### config.mk
export PLATFORM = sky130hd
export DESIGN_NAME = eth_phy_10g_serdes_src
export DESIGN_NICKNAME = d
export VERILOG_FILES = /design/src/rtl/eth_phy_10g_serdes_src.sv
export SDC_FILE = /design/constraint.sdc
export NUM_CORES = 1
export LEC_CHECK = 0
export ABC_CLOCK_PERIOD_IN_PS = 1900
export BUFFER_PORTS_ARGS = -buffer_cell sky130_fd_sc_hd__buf_4
export CAP_MARGIN = 10
export CORE_MARGIN = 8
export CORE_UTILIZATION = 30
export DETAILED_ROUTE_END_ITERATION = 16
export PLACE_DENSITY = 0.48
export SETUP_SLACK_MARGIN = 0.02
export SLEW_MARGIN = 20
export SYNTH_ARGS = -nofsm -noshare
export SYNTH_HDL_FRONTEND = slang
export SYNTH_SLANG_ARGS = --single-unit
### constraint.sdc
create_clock -name rx_clk -period 1.9 [get_ports rx_clk]
set_input_delay 0.19 -clock rx_clk [delete_from_list [all_inputs] [get_ports rx_clk]]
set_output_delay 0.19 -clock rx_clk [all_outputs]
set_load 0.03 [all_outputs]
### src/rtl/eth_phy_10g_serdes_src.sv
`default_nettype none
// ============================================================================
// Module   : eth_phy_10g_serdes_src
// Purpose  : 66b SerDes stimulus source for a 10GBASE-R PHY receive path.
//            Presents one 66b block per cycle, or an idle block when no block
//            is offered. Blocks pass through a two-deep history window. The
//            output word is cut from that window at a programmable bit
//            offset. Optional sync-header error bursts can be injected.
// Ports    : rx_clk            - single clock, rising edge
//            rx_rst            - synchronous active-high reset
//            blk_data/blk_hdr  - payload/sync header of the next block
//            blk_valid         - block input valid (else idle block sent)
//            serdes_rx_bitslip - slip request; each rising edge = +1 bit
//            inj_hdr_err       - pulse starting a header-error burst
//            inj_count         - burst length in words (0 = ignore pulse)
//            serdes_rx_data    - aligned data word to PHY RX
//            serdes_rx_hdr     - aligned header to PHY RX (forced 2'b11 in burst)
//            slip_count        - current bit offset, 0..65
//            inj_busy          - header-error burst in progress
// Config   : define ETH_SERDES_SRC_BITSLIP_EN to enable bitslip handling.
//            When it is undefined the offset stays at INIT_SLIP.
// Revision : 1.0 - initial release
// ============================================================================
module eth_phy_10g_serdes_src #(
  parameter int DATA_WIDTH = 64,
  parameter int HDR_WIDTH  = 2,
  parameter int INIT_SLIP  = 0
) (
  input  logic                  rx_clk,
  input  logic                  rx_rst,
  input  logic [DATA_WIDTH-1:0] blk_data,
  input  logic [HDR_WIDTH-1:0]  blk_hdr,
  input  logic                  blk_valid,
  input  logic                  serdes_rx_bitslip,
  input  logic                  inj_hdr_err,
  input  logic [6:0]            inj_count,
  output logic [DATA_WIDTH-1:0] serdes_rx_data,
  output logic [HDR_WIDTH-1:0]  serdes_rx_hdr,
  output logic [6:0]            slip_count,
  output logic                  inj_busy
);

  localparam int               BLK_W       = DATA_WIDTH + HDR_WIDTH;
  localparam logic [BLK_W-1:0] c_IDLE_BLK  = {DATA_WIDTH'(64'h1E), HDR_WIDTH'(2'b10)};
  localparam logic [6:0]       c_INIT_SLIP = 7'(INIT_SLIP);
  localparam logic [6:0]       c_MAX_SLIP  = 7'(BLK_W - 1);

  logic [BLK_W-1:0]   w_blk;
  logic [BLK_W-1:0]   r_cur;
  logic [BLK_W-1:0]   r_prev;
  logic [2*BLK_W-1:0] w_win;
  logic [BLK_W-1:0]   w_aligned;
  logic [6:0]         r_slip;
  logic [6:0]         r_err_left;
  logic               w_inj_load;
  logic               w_force;
  logic [DATA_WIDTH-1:0] r_data;
  logic [HDR_WIDTH-1:0]  r_hdr;

  // Block entering the window this cycle: header occupies the low bits.
  assign w_blk = blk_valid ? {blk_data, blk_hdr} : c_IDLE_BLK;

  // Older block sits in the low half so that a slip of k pulls the upper
  // k bits of the output word from the newer block.
  assign w_win     = {r_cur, r_prev};
  assign w_aligned = w_win[r_slip +: BLK_W];

  always_ff @(posedge rx_clk) begin
    if (rx_rst) begin
      r_cur  <= c_IDLE_BLK;
      r_prev <= c_IDLE_BLK;
    end else begin
      r_cur  <= w_blk;
      r_prev <= r_cur;
    end
  end

`ifdef ETH_SERDES_SRC_BITSLIP_EN
  logic r_bs_d;
  logic w_bs_rise;

  // Only a rising edge counts, so a request held high slips exactly once.
  assign w_bs_rise = serdes_rx_bitslip & ~r_bs_d;

  always_ff @(posedge rx_clk) begin
    if (rx_rst) begin
      r_bs_d <= 1'b0;
      r_slip <= c_INIT_SLIP;
    end else begin
      r_bs_d <= serdes_rx_bitslip;
      if (w_bs_rise) begin
        r_slip <= (r_slip == c_MAX_SLIP) ? 7'd0 : r_slip + 7'd1;
      end
    end
  end
`else
  logic w_unused_bitslip;

  assign w_unused_bitslip = serdes_rx_bitslip;

  always_ff @(posedge rx_clk) begin
    r_slip <= c_INIT_SLIP;
  end
`endif

  // A new non-zero pulse always reloads the remaining count; a word is
  // forced whenever the count is non-zero before the edge, including the
  // edge that reloads it.
  assign w_inj_load = inj_hdr_err && (inj_count != 7'd0);
  assign w_force    = (r_err_left != 7'd0);

  always_ff @(posedge rx_clk) begin
    if (rx_rst) begin
      r_err_left <= 7'd0;
    end else if (w_inj_load) begin
      r_err_left <= inj_count;
    end else if (w_force) begin
      r_err_left <= r_err_left - 7'd1;
    end
  end

  // Forcing happens after alignment so the injected header is independent
  // of the current slip.
  always_ff @(posedge rx_clk) begin
    if (rx_rst) begin
      r_data <= '0;
      r_hdr  <= '0;
    end else begin
      r_data <= w_aligned[BLK_W-1:HDR_WIDTH];
      r_hdr  <= w_force ? {HDR_WIDTH{1'b1}} : w_aligned[HDR_WIDTH-1:0];
    end
  end

  assign serdes_rx_data = r_data;
  assign serdes_rx_hdr  = r_hdr;
  assign slip_count     = r_slip;
  assign inj_busy       = w_force;

endmodule
`default_nettype wire

== After elaboration in Yosys (flattened, before gate mapping) ==
Index checks and enable logic that the tools add are counted.
Storage, ports and cells
  output and inout port bits: 74
  register bits: 205
Cells by class
  multiplexer cells: 3
  bitwise logic cells: 1
  add/subtract/negate cells: 1
  reduce and logical (&&, ||, !) cells: 5
Operators with widths (count)
  7-bit 2-to-1 mux: 2
  7-bit nonzero test: 2
  7-bit by 1-bit subtractor with 7-bit output, second input constant: 1
  2-bit 2-to-1 mux: 1
  2-bit nonzero test: 1
  2-bit OR reduction: 1
  1-bit logical AND: 1
  1-bit inverter: 1

== Logic depth before layout (Yosys ltp) ==
Gate-level depths: netlist of run 1.
  word-level depth: 3
  depth in mapped cells: 6
  gate-level depth less buffers: 6

== Worst setup path before layout of run 1 ==
No wires, ideal clock.
  path type: register to register
  from: register r_err_left[2]
  to: register r_err_left[1]
  buffers on the path: 0
  required time: 1831 ps
  cell stages (with the launch flop): 5
  period minus slack after synthesis: 1499 ps
  setup time: 69 ps
  setup slack: 401 ps
  arrival: 1431 ps
  cell sequence: dfxtp_1 nor4_2 nand3b_2 mux2_2 o21ai_1
Between the ends
  word-level cells in the longest chain between the ends: 2
RTL lines
  from (decl): RTL line 54  | logic [6:0] r_err_left;
  from (signal assigned): RTL line 116  | r_err_left <= inj_count;
  from (signal assigned): RTL line 118  | r_err_left <= r_err_left - 7'd1;
  7-bit nonzero test: RTL line 110  | assign w_force = (r_err_left != 7'd0);
  net inj_busy: RTL line 40  | output logic inj_busy
  2-bit nonzero test (no source line)
The timed path passes the listed nets, and every way through them passes these cells.
A chain may end at the register's enable or synchronous reset.

== Final worst setup path of run 1 ==
  from: register r_err_left[5]
  to: output port inj_busy
Between the ends
  word-level cells in the longest chain between the ends: 1
RTL lines (RTL line)
  7-bit nonzero test: 110
  to (decl): 40
No other way between the ends.

==> flow_summary.ini, run 1 <==
[cells_and_area]
area_growth_syn_to_layout_pct = 49.5
drive_above_1_share_pct = 27.5
final_area_mm2 = 0.00866
fin_util_pct = 45.1
layout.nets = 778
nFillCells = 1788

[power]
irDropWorstVdd_v = 0.000511
clock_power_share_pct = 45.4
power_switching_w = 0.00199
finalPower_w = 0.00954
p_sw_share_pct = 20.8
seqPwrFrac_pct = 47.1
p_per_area_mw_per_mm2 = 1100
power_leakage_nw = 3.73
p_int_w = 0.00756
pwr-share-comb_pct = 7.4

[placed_design]
gp_congestion = 0.728
io_buffers = 143
place_hpwl_um = 8360
place_ws_ps = 293
dpl_cell_area_mm2 = 0.00714

[detailed_routing]
dr.first_iter.drc_count = 97
wirelength_um = 12100
post_drt_via_cell_ratio = 3.67
dr_wl_met3_um = 715
wl_met2_um = 5840
wl_met1_um = 5240
dr.pass1.iters = 4
antenna_left = 0
drc = 0
dr_total_vias = 3592
maxUsedRoutingLayer = met5
wl_per_cell_um = 12.3

[timing]
worst_slack_ps = 123
hold_violations = 0
period_minus_slack_ps = 1780
slew_headroom_pct = 60.9
worst_slew_pin_slew_ps = 587
slew_violations = 0
finalSetupViolCount = 0
fmax_mhz = 563
rsz0062_at_grt = no
tns_ps = 0
fin_skew_ps = 9.67
fin_crit_sh_pct = 93.5

[yosys]
synth_top_flop_cell = dfxtp_1
ys_warn_count = 0
synth_top_area_share_pct = 70.9
ys_async_sr_fraction_pct = 0
synth.cell_area_mm2 = 0.00579
ys_top_cells_by_count = dfxtp_1 (205), nor2b_1 (127), and2_1 (61), clkbuf_1 (22), buf_4 (7)
yosys.area_share.adder_pct = 0.432
yosysTopAreaCell = dfxtp_1
yosys.area_share.simple_pct = 23.9
yosysUniqueCellTypes = 30
muxShareOfSynthArea_pct = 0.194
avgSynthCellArea_um2 = 12.2
ys_seq_elements = 205
synth_compound_area_share_pct = 1.27
synth_top_family_by_area = simple AND/OR/NAND/NOR gates
netlist_top_cells_area = dfxtp_1 (71%), nor2b_1 (14%), and2_1 (6.6%), clkbuf_1 (1.4%), buf_4 (0.91%)
seq_area_frac_synth_pct = 70.9
synth.most_common_cell = dfxtp_1
synthCells = 476
synth_edf_count = 0
synth-xor-area-share_pct = 0.756

[setup_path]
rr_startpoint = r_err_left[0]$_SDFFE_PP0P_
crit_fanout = 9
arrival_ps = 1590
rrSetupSlack_ps = 450
worstSetupPathType = reg -> out
crit_path_end_kind = output pin
crit_required_ps = 1710
reg2reg_depth = 6
rr_endpoint = r_err_left[4]$_SDFFE_PP0P_
cp-start-kind = register

[hold_path]
min-delay-start = inj_hdr_err
whs_path_depth = 3
hold_end = r_err_left[0]$_SDFFE_PP0P_
hold_class = in -> reg

[floorplan]
die_h_um = 155
die_area_mm2 = 0.0240
die_w_um = 155
core_mm2 = 0.0192
start_util_pct = 30.1
io_pins = 152
num_rows = 51

[clock_network]
cts_made_buffers = 23
clk_pin_slew_ps = 60
clock_path_buffers = 3
postCtsSetupBuffers = 0
cts.sinks = 205
root_buffer = clkbuf_16
cts_tree = built
clk-insertion-delay-late_ps = 480
clock_tree.htree_level_count = 1

[grt]
first_global_vias = 3771
antenna_found_initial = 3
track_usage_pct = 9.88
grt_pass1_wl_um = 19300
grt_max_degree = 66
globalRouteOverflowTotal = 0

[run]
cap_violations = 0

[status]
status = completed
-- cells by family after synthesis --
logic type,count (synthesis)
compound gates,9
buf+inv,32
mux,1
flops,205
fa+ha+maj,2
xor+xnor,5
other cells,1
simple gates,221
-- worst max-delay path, cell delays in order, from the launching register on --
cell and delay (ps):
dfxtp_1 350, nor4_4 360, nand3b_4 180, buf_4 210
-- power groups by stage --
stage	sequential (W)	clock, W	combinational, W
global route	0.00451	0.00467	0.000773
detailed placement	0.00459	0	0.000582
CTS	0.00450	0.00449	0.000721
finish	0.00450	0.00434	0.000710
floorplan	0.00463	0	0.000289
global placement	0.00458	0	0.000567
-- how the worst max path moves through the flow --
stage	start	to	slack, ps	depth (start not counted)
floorplan	r_err_left[2]$_SDFFE_PP0P_	r_err_left[1]$_SDFFE_PP0P_	400	4
global placement	inj_count[3]	r_err_left[4]$_SDFFE_PP0P_	310	5
detailed placement	inj_count[3]	r_err_left[4]$_SDFFE_PP0P_	290	5
CTS	r_err_left[2]$_SDFFE_PP0P_	inj_busy	60	3
global route	r_err_left[5]$_SDFFE_PP0P_	inj_busy	60	3
finish	r_err_left[5]$_SDFFE_PP0P_	inj_busy	120	3
-- per-stage QoR --
| stage | cells | hold slack (ps) |
|---|---|---|
| finish | 980 | 41.5 |
| global route | 980 | 32.7 |
| CTS | 978 | 12.0 |
| detailed placement | 865 | 379 |
| global placement | 865 | 383 |
| floorplan | 482 | 291 |
-- what timing repair did --
action                                 4_1_cts  5_1_grt
endpoints found under the hold margin       72        0
setup endpoints to repair                    1        1
hold buffers                                73        0
pin swaps                                    0        1
resized for setup                            2        0
-- cell usage in the layout (no fill, tap or decap), types with 2 or more instances in the layout --
cell type / synthesis / routed
diode_2: 0 / 2
nand2_1: 5 / 5
clkinv_2: 0 / 2
clkbuf_8: 0 / 6
and2_1: 61 / 61
nand3_1: 2 / 2
ha_1: 2 / 2
clkbuf_1: 22 / 4
nand2b_1: 6 / 6
a21oi_1: 2 / 2
nor2_1: 5 / 5
clkbuf_16: 0 / 23
bufinv_16: 0 / 2
nand3b_1: 4 / 4
xor2_1: 3 / 3
buf_4: 7 / 147
dlygate4sd3_1: 0 / 73
nor2b_1: 127 / 126
dfxtp_1: 205 / 205
inv_1: 2 / 2
or2_2: 5 / 5
o21ai_1: 3 / 3
conb_1: 1 / 7
xnor2_1: 2 / 2
clkinvlp_4: 0 / 3
-- layout make-up --
| class | instances | area [µm²] | share of cell area (%) |
|---|---|---|---|
| timing repair buffer | 221 | 1850 | 21.4 |
| tap | 265 | 332 | 3.83 |
| sequential | 205 | 4100 | 47.4 |
| clock inverter | 7 | 92.6 | 1.07 |
| inverter | 2 | 7.51 | 0.0867 |
| antenna | 2 | 5.00 | 0.0578 |
| multi-input combinational | 245 | 1590 | 18.3 |
| clock buffer | 33 | 673 | 7.78 |
-- state kept, by name, indices dropped and copies added, names as in the netlist --
name	count
r_cur	66
r_prev	66
r_err_left	7
serdes_rx_data	64
serdes_rx_hdr	2
-- layer usage --
layer	GRT usage (%)	vias to the layer above
met1	11.8	1592
met2	16.6	91
met4	3.64	2
li1	-	1884
met5	0	-
met3	2.91	23
Note: power is estimated with default switching activity, not from simulation.
==> inputs of run 2 (changes only) <==
RECOVER_POWER = 25   (was default)
==> run 2 against run 1 <==
Largest cell class unchanged; sequential cell count did not move; register-to-register slack barely moved; count of clock-buffer cells in the layout did not move; critical path depth did not move; sequential power barely moved.
==> flow_summary.ini, run 2 (synthesized netlist as in run 1, its figures left out) <==
[status]
status = completed

[timing]
fmax_mhz = 562
tns_ps = 0
rsz0062_at_grt = no
slew_violations = 0
finalSetupViolCount = 0
hold-worst-slack_ps = 39.2
fin_skew_ps = 9.39
worst_slack_ps = 121
worst_slew_pin_slew_ps = 581
slew_headroom_pct = 61.3
fin_crit_sh_pct = 93.6
period_minus_slack_ps = 1780
hold_violations = 0

[floorplan]
die_h_um = 155
die_area_mm2 = 0.0240
start_util_pct = 30.1
die_w_um = 155
io_pins = 152
num_rows = 51
core_mm2 = 0.0192

[power]
irDropWorstVdd_v = 0.000511
power_leakage_nw = 3.73
p_per_area_mw_per_mm2 = 1100

[placed_design]
gp_congestion = 0.728
io_buffers = 143
place_ws_ps = 293
dp_cells = 865
place_hpwl_um = 8360

[grt]
first_global_vias = 3771
antenna_found_initial = 3
track_usage_pct = 9.88
globalRouteOverflowTotal = 0
grt_max_degree = 66
grt_pass1_wl_um = 19300

[detailed_routing]
dr.pass1.iters = 4
drc = 0
wirelength_um = 12100
dr_total_vias = 3583
wl_per_cell_um = 12.3
post_drt_via_cell_ratio = 3.66
antenna_left = 0
dr.first_iter.drc_count = 104

[setup_path]
worstPathCellList = nor4_4 -> nand3b_4 -> buf_4
worstSetupPathType = reg -> out
cp-start-kind = register
timing.critical_path.buf_inv = 1
cp_slowest_cell = nor4_4
crit_required_ps = 1710
worst_path_dominant_cell_family = simple AND/OR/NAND/NOR gates
crit_fanout = 9
critPathMaxStageDelay_ps = 360
arrival_ps = 1590
crit_path_end_kind = output pin

[clock_network]
cts_tree = built
clk-insertion-delay-late_ps = 480
clock_path_buffers = 3
clock_tree.htree_level_count = 1
clk_pin_slew_ps = 60
cts_made_buffers = 23
cts.sinks = 205
root_buffer = clkbuf_16

[cells_and_area]
mostFrequentLayoutCells = dfxtp_1 (205), buf_4 (145), nor2b_1 (126)
finalNonFillerCells = 980
final_common_cell = dfxtp_1
layout.nets = 778
drive_above_1_share_pct = 27.5
fin_util_pct = 45.1
area_growth_syn_to_layout_pct = 49.5

[hold_path]
hold_class = in -> reg

[run]
cap_violations = 0
-- run 2: cell count changes in the layout (fill, tap and decap cells not counted), sizes merged --
cell / delta
clkbuf: +2
buf: -2
-- run 2: cell type report --
cell class	instances	area [µm²]
clock inverter	7	92.6
clock buffer	33	673
multi-input combinational	245	1590
tap	265	332
inverter	2	7.51
fill	1788	10600
timing repair buffer	221	1850
antenna	2	5.00
sequential	205	4100
-- run 2: metrics by stage --
stage	area (µm²)	power [W]
after floorplan	5810	0.00492
after global placement	7140	0.00515
after detailed placement	7140	0.00517
after CTS	8650	0.00971
after global routing	8660	0.00995
final	8660	0.00954
-- run 2: what timing repair did --
item	CTS	global route
hold endpoints to repair	72	0
gates resized for setup	2	0
gates cloned	0	0
pin swaps	0	1
endpoints found under the setup margin	1	1
hold buffers	73	0
setup buffers	0	0
-- run 2: final timing paths --
kind,from,end,slack [ps],cells past startpoint
max,r_err_left[5]$_SDFFE_PP0P_,inj_busy,120,3
min,inj_hdr_err,r_err_left[2]$_SDFFE_PP0P_,40,3
max reg2reg,r_err_left[0]$_SDFFE_PP0P_,r_err_left[4]$_SDFFE_PP0P_,450,6
min reg2reg,r_cur[1]$_SDFF_PP1_,r_prev[1]$_SDFF_PP1_,410,1
-- run 2: layer usage --
| layer | up-vias | routed length [µm] | GRT usage, % |
|---|---|---|---|
| li1 | 1884 | - | - |
| met1 | 1584 | 5230 | 11.8 |
| met2 | 90 | 5830 | 16.6 |
| met3 | 23 | 718 | 2.91 |
| met4 | 2 | 263 | 3.64 |
| met5 | - | 13 | 0 |
-- run 2: tightest hold or removal path, cell delays in order --
cell and delay [ps]:
buf_4 140, nand2_1 80, a21oi_1 60
-- run 2: power by group --
group	internal, W	total (W)	switching, W
Clock	0.00272	0.00433	0.00161
Sequential	0.00444	0.00450	0.0000537
Combinational	0.000389	0.000709	0.000320
==> inputs of run 3 (changes only) <==
ABC_CLOCK_PERIOD_IN_PS = 1850   (was 1900)
clock period = 1.85 ns   (was 1.9 ns; I/O delays follow)
==> run 3 against run 2 <==
The flow now finishes with violations (capacitance limit, slew limit); sequential cell count is the same; global-route usage is 0.13 points higher; worst setup slack lost 33 ps; critical path type unchanged; largest cell class unchanged.
==> flow_summary.ini, run 3 (synthesized netlist as in run 1, its figures left out) <==
[hold_path]
hold_class = in -> reg

[cells_and_area]
layout.nets = 780
area_growth_syn_to_layout_pct = 49.2
final_area_mm2 = 0.00864
drive_above_1_share_pct = 27.4
nFillCells = 1813
final_common_cell = dfxtp_1
finalNonFillerCells = 983
mostFrequentLayoutCells = dfxtp_1 (204), buf_4 (148), nor2b_1 (126)

[timing]
fin_skew_ps = 6.62
hold-worst-slack_ps = 24.4
slew_headroom_pct = -1.64
fin_crit_sh_pct = 95.2
tns_ps = 0
hold_violations = 0
period_minus_slack_ps = 1760
slew_violations = 32
rsz0062_at_grt = no
finalSetupViolCount = 0
fmax_mhz = 568
worst_slew_pin_slew_ps = 1520

[grt]
globalRouteOverflowTotal = 0
grt_max_degree = 61
track_usage_pct = 10.0
first_global_vias = 3809
grt_pass1_wl_um = 19400
antenna_found_initial = 4

[floorplan]
core_mm2 = 0.0192
io_pins = 152
die_area_mm2 = 0.0240
die_w_um = 155
num_rows = 51
die_h_um = 155
start_util_pct = 30.1

[status]
violations = capacitance limit, slew limit
status = finished, violations left

[placed_design]
dpl_cell_area_mm2 = 0.00714
place_hpwl_um = 8280
dp_cells = 866
io_buffers = 143
gp_congestion = 0.709

[setup_path]
arrival_ps = 1580
crit_path_end_kind = output pin
crit_required_ps = 1660
crit_fanout = 6
cp-start-kind = register
worstSetupPathType = reg -> out

[clock_network]
cts_tree = built
cts_made_buffers = 22
clock_tree.htree_level_count = 1
cts.sinks = 205
root_buffer = clkbuf_16
clock_path_buffers = 3
clk-insertion-delay-late_ps = 490
clk_pin_slew_ps = 60

[detailed_routing]
dr_total_vias = 3612
antenna_left = 0
dr.pass1.iters = 4
wirelength_um = 12200
post_drt_via_cell_ratio = 3.67
dr.first_iter.drc_count = 153
wl_per_cell_um = 12.4
drc = 0

[power]
p_per_area_mw_per_mm2 = 1120
irDropWorstVdd_v = 0.000498
power_leakage_nw = 3.73
finalPower_w = 0.00970

[run]
cap_violations = 1
[run 3: cell type report]
class                   count  area (µm²)  area share [%]
multi-input cells         245        1590            18.4
diodes                      3        7.51          0.0869
well taps                 265         332            3.84
flip-flops and latches    205        4110            47.5
repair buffers            224        1870            21.6
clock buffers              34         657            7.61
inverters                   2        7.51          0.0869
clock inverters             5        75.1           0.869
[run 3: layer usage]
layer  track usage [%]  wire, µm  vias to the layer above
li1                  -         -                     1893
met1              11.5      5120                     1591
met2              17.2      6010                      100
met3              2.97       788                       26
met4              3.87       298                        2
met5                 0        13                        -
[run 3: path summary, 6_finish.rpt]
kind / from / endpoint / slack, ps / depth (start not counted)
min reg2reg: r_cur[1]$_SDFF_PP1_ / r_prev[1]$_SDFF_PP1_ / 410 / 1
max reg2reg: r_err_left[2]$_SDFFE_PP0P_ / r_err_left[1]$_SDFFE_PP0P_ / 360 / 5
max: r_err_left[2]$_SDFFE_PP0P_ / inj_busy / 90 / 3
min: inj_hdr_err / r_err_left[6]$_SDFFE_PP0P_ / 20 / 3
[run 3: per-stage QoR]
stage | util, % | worst slack (ps)
after CTS | 44.9 | 44.1
after global routing | 45.0 | 49.5
after detailed placement | 37.2 | 218
after floorplan | - | 351
final | 45.0 | 88.6
after global placement | 37.2 | 268
[run 3: power by group]
group | internal (W) | switching, W | leakage, nW
logic | 0.000414 | 0.000332 | 1.70
registers | 0.00456 | 0.0000561 | 1.67
clock network | 0.00271 | 0.00162 | 0.360
total | 0.00769 | 0.00201 | 3.73
[run 3: repair_timing]
action                                 4_1_cts  5_1_grt
setup buffers                                0        3
endpoints found under the hold margin       72        0
gates resized for setup                      2        1
setup endpoints to repair                    1        1
pin swaps                                    1        2
hold buffers                                72        0
[run 3: worst max-delay path, cell delays in order (launching register included)]
cell,delay (ps)
dfxtp_2,360
nor4_4,380
nand3b_4,160
buf_4,200
